File: src/rtl/shift_arbiter_ctrl.sv
// Two-requester round-robin arbiter in front of a shared combinational barrel shifter.
// Each grant runs IDLE -> SHIFT -> HOLD; the result is held until the consumer takes it.
module shift_arbiter_ctrl #(
  parameter int SW = 26,
  parameter int EW = 5
) (
  input  logic          clk,
  input  logic          rst,
  input  logic          Req0_i,
  input  logic [SW-1:0] Data0_i,
  input  logic          LR0_i,
  input  logic [EW-1:0] Shift0_i,
  input  logic          Req1_i,
  input  logic [SW-1:0] Data1_i,
  input  logic          LR1_i,
  input  logic [EW-1:0] Shift1_i,
  output logic          Ack0_o,
  output logic          Ack1_o,
  output logic [SW-1:0] Shft_Data_o,
  output logic          Shft_LR_o,
  output logic [EW-1:0] Shft_Value_o,
  input  logic [SW-1:0] Shft_Result_i,
  output logic [SW-1:0] Result_o,
  output logic          Id_o,
  output logic          Valid_o,
  input  logic          Ready_i,
  output logic          Busy_o
);

  typedef enum logic [1:0] {IDLE, SHIFT, HOLD} state_t;

  state_t state;
  logic   last_gnt;  // requester granted most recently
  logic   gid;       // requester owning the operation in flight
  logic   gnt_any;
  logic   gnt_sel;

  // On a tie, the requester that did not win last time goes next.
  always_comb begin
    gnt_any = Req0_i | Req1_i;
    gnt_sel = Req1_i;
    if (Req0_i && Req1_i) gnt_sel = ~last_gnt;
  end

  assign Busy_o = (state != IDLE);

  always_ff @(posedge clk) begin
    if (rst) begin
      state        <= IDLE;
      last_gnt     <= 1'b1;
      gid          <= 1'b0;
      Ack0_o       <= 1'b0;
      Ack1_o       <= 1'b0;
      Shft_Data_o  <= '0;
      Shft_LR_o    <= 1'b0;
      Shft_Value_o <= '0;
      Result_o     <= '0;
      Id_o         <= 1'b0;
      Valid_o      <= 1'b0;
    end else begin
      case (state)
        IDLE: begin
          if (gnt_any) begin
            state        <= SHIFT;
            gid          <= gnt_sel;
            last_gnt     <= gnt_sel;
            Ack0_o       <= ~gnt_sel;
            Ack1_o       <= gnt_sel;
            Shft_Data_o  <= gnt_sel ? Data1_i  : Data0_i;
            Shft_LR_o    <= gnt_sel ? LR1_i    : LR0_i;
            Shft_Value_o <= gnt_sel ? Shift1_i : Shift0_i;
          end
        end
        SHIFT: begin
          Ack0_o   <= 1'b0;
          Ack1_o   <= 1'b0;
          Result_o <= Shft_Result_i;
          Id_o     <= gid;
          Valid_o  <= 1'b1;
          state    <= HOLD;
        end
        HOLD: begin
          if (Ready_i) begin
            Valid_o <= 1'b0;
            state   <= IDLE;
          end
        end
        default: state <= IDLE;
      endcase
    end
  end

endmodule

File: config.mk
export PLATFORM = sky130hd
export DESIGN_NAME = shift_arbiter_ctrl
export DESIGN_NICKNAME = d
export VERILOG_FILES = /design/src/rtl/shift_arbiter_ctrl.sv
export SDC_FILE = /design/constraint.sdc
export NUM_CORES = 1
export LEC_CHECK = 0
export BUFFER_PORTS_ARGS = -buffer_cell sky130_fd_sc_hd__buf_2
export CAP_MARGIN = 20
export CORE_MARGIN = 4
export CORE_UTILIZATION = 47
export DETAILED_ROUTE_END_ITERATION = 16
export PLACE_DENSITY = 0.92
export SLEW_MARGIN = 5
export SYNTH_ARGS = -nofsm -noshare
export SYNTH_HDL_FRONTEND = slang
export SYNTH_SLANG_ARGS = --single-unit
File: constraint.sdc
create_clock -name clk -period 2 [get_ports clk]
set_input_delay 0.4 -clock clk [delete_from_list [all_inputs] [get_ports clk]]
set_output_delay 0.4 -clock clk [all_outputs]
set_load 0.1 [all_outputs]
==> out/metrics.cfg <==
[run_status]
status=finished clean

[yosys]
syn_area_per_cell_um2=8.177
ys_top_cells_by_area=dfxtp_1 48%, nand2_1 7.5%, a31oi_1 7.2%
ys_seq_area_frac=0.4780
yosys.area_share.simple=0.2318
synthXorXnorAreaFrac=0
synthDistinctLibCells=26
ys.warnings.count=0
synth-seq-cells=66
synth_area_leader_cell=dfxtp_1
syn_inst=338
synth_fa_ha_area_frac=0
syn_area_um2=2764
muxShareOfSynthArea=0
synth_compound_area_frac=0.2064
synth_top_area_frac=0.4780
syn_nets=433
synth_top_family_by_area=simple AND/OR/NAND/NOR gates

[sta]
final-hold-violation-count=0
fin_setup_tns_ns=0
finalSetupViolCount=0
period_needed_ns=1.793
slew_headroom=0.6612
finalCritPeriodShare=0.8965
tightest_slew_ns=0.5117
clock_skew_ns=0.006841
rsz0062_at_grt=false
clock.fmax_mhz=557.7
drv_slew=0

[worst_setup_path]
critPathLaunchType=flip-flop
r2r_slack_ns=0.58
critical-path-top-delay-family=flip-flops
cp.arrival_ns=1.39
required_ns=1.60
crit_chain=nor2_4 > inv_2 > buf_2
cp-end-kind=output port
cp.buffers_inverters=2
max_stage_delay_ns=0.51
critPathSlowestCell=dfxtp_1
worstPathMaxFanout=6
path_class=reg -> out

[die]
placementRows=27
coreArea_um2=5608
die_area_um2=7172
ios=158
die_w_um=84.69
die_y_um=84.69
initial_core_util=0.4929

[pwr]
ir_drop_uv=599.4
power.density_nw_per_um2=1061
leakagePower_nw=1.678

[route]
drt-total-wl_um=8276
drc_errors=0
via_per_inst=5.599
ant_nets=0
first_pass_iters=4
drtIter0Drc=145
wl_per_cell_um=14.83
vias=3124

[place]
io_buffers=157
dp_hpwl_um=5853
dp.cells=542
dpl_cell_area_um2=3528
place.gp.congestion=0.7549

[run]
maxCapViolations=0

[clock_network]
ctsHoldBuffers=0
cts_tree=yes
cts_buffers=9
cts_buffer_depth=2
clock_sinks=66
htree_levels=3
post_cts_resized=0
postCtsSetupBuffers=0
path_clk_slew_ns=0.07
cts-root-buf=clkbuf_8
clk_latency_ns=0.32

[global_routing]
grt_pass1_wl_um=13640
track_usage=0.2291
grt_max_degree=38
grt_pass1_vias=2990
overflow=0
antenna_found_initial=0

[finish]
nNetsFinal=576
syn_to_final_growth_pct=34.81
fin_area_um2=3726
drive_gt1_frac=0.3868
mostFrequentLayoutCell=buf_2
nFillCells=496
final_util=0.6644
diodes=0
stdcell_count=558
final_cell_mix=157 x buf_2, 66 x dfxtp_1, 55 x nand2_1, 34 x o21ai_0, 33 x nand3_1

[worst_hold_path]
hold_path_class=in -> reg

## stage by stage
step	power, mW	hold WS, ns	setup WS [ns]
floorplan	2.628	0.4285	0.5409
detailed placement	2.885	0.4457	0.3924
global route	4.109	0.3188	0.1541
finish	3.952	0.3199	0.2071
CTS	3.985	0.3015	0.1888
global placement	2.866	0.4387	0.4397
## routing by layer
metal | vias up | part of all wire | wire length [µm] | global-route usage
met1 | 1413 | 0.39 | 3229 | 0.2727
met4 | 0 | 0.026 | 218 | 0.1022
met2 | 182 | 0.48 | 3970 | 0.3886
met5 | - | 0 | 0 | 0
met3 | 27 | 0.10 | 857 | 0.05692
li1 | 1502 | - | - | -
## cell usage after synthesis
| master | count |
|---|---|
| o211ai_1 | 2 |
| buf_2 | 8 |
| nor2_1 | 3 |
| o21bai_1 | 1 |
| nand3_1 | 33 |
| buf_1 | 1 |
| buf_6 | 7 |
| nand3b_1 | 1 |
| inv_1 | 1 |
| and3b_1 | 1 |
| nand4_1 | 32 |
| a31oi_1 | 32 |
| inv_2 | 1 |
| nor3_1 | 1 |
| nor2_2 | 1 |
| buf_4 | 5 |
| clkbuf_1 | 17 |
| o21ai_0 | 34 |
| a21oi_1 | 30 |
| nor2_4 | 1 |
| a211oi_4 | 1 |
| nand2b_1 | 2 |
| nand2_1 | 55 |
| dfxtp_1 | 66 |
| nor2b_1 | 1 |
| a211oi_1 | 1 |
## worst reg2reg max path, delay by kind of cell (launching register included)
family,cells,cell delay [ns]
buffers and inverters,1,0.36
DFF,1,0.40
and+or+nand+nor,1,0.15
AOI/OAI and AO/OA,2,0.43
## registers in the layout, summed over array words and instances (netlist names)
name / flops
Ack0_o: 1
Ack1_o: 1
Id_o: 1
Result_o: 26
Shft_Data_o: 26
Shft_LR_o: 1
Shft_Value_o: 5
Valid_o: 1
gid: 1
last_gnt: 1
state: 2
## cell type report
type / count / area, µm² / share of cell area
timing repair buffer: 170 / 895.9 / 0.2404
tap: 72 / 90.09 / 0.02418
clock buffer: 14 / 162.7 / 0.04365
clock inverter: 2 / 35.03 / 0.009402
inverter: 2 / 7.507 / 0.002015
multi-input combinational: 232 / 1214 / 0.3257
sequential: 66 / 1321 / 0.3546
## power breakdown
group	switching, mW	total [mW]	internal (mW)
Combinational	1.10	1.37	0.268
Clock	0.451	1.10	0.644
Sequential	0.0618	1.49	1.43
## cells by family after synthesis
group	count (synthesis)
simple gates	131
buf+inv	40
flops	66
compound gates	101
## worst paths after layout
check | from | to | cells past startpoint
setup / recovery | state[1] | Busy_o | 3
hold / removal | Shft_Result_i[13] | Result_o[13] | 3
setup reg to reg | state[0] | Shft_Data_o[13] | 4
hold reg to reg | Result_o[14] | Result_o[14] | 2
No activity file was read; power rests on OpenSTA's default activity.
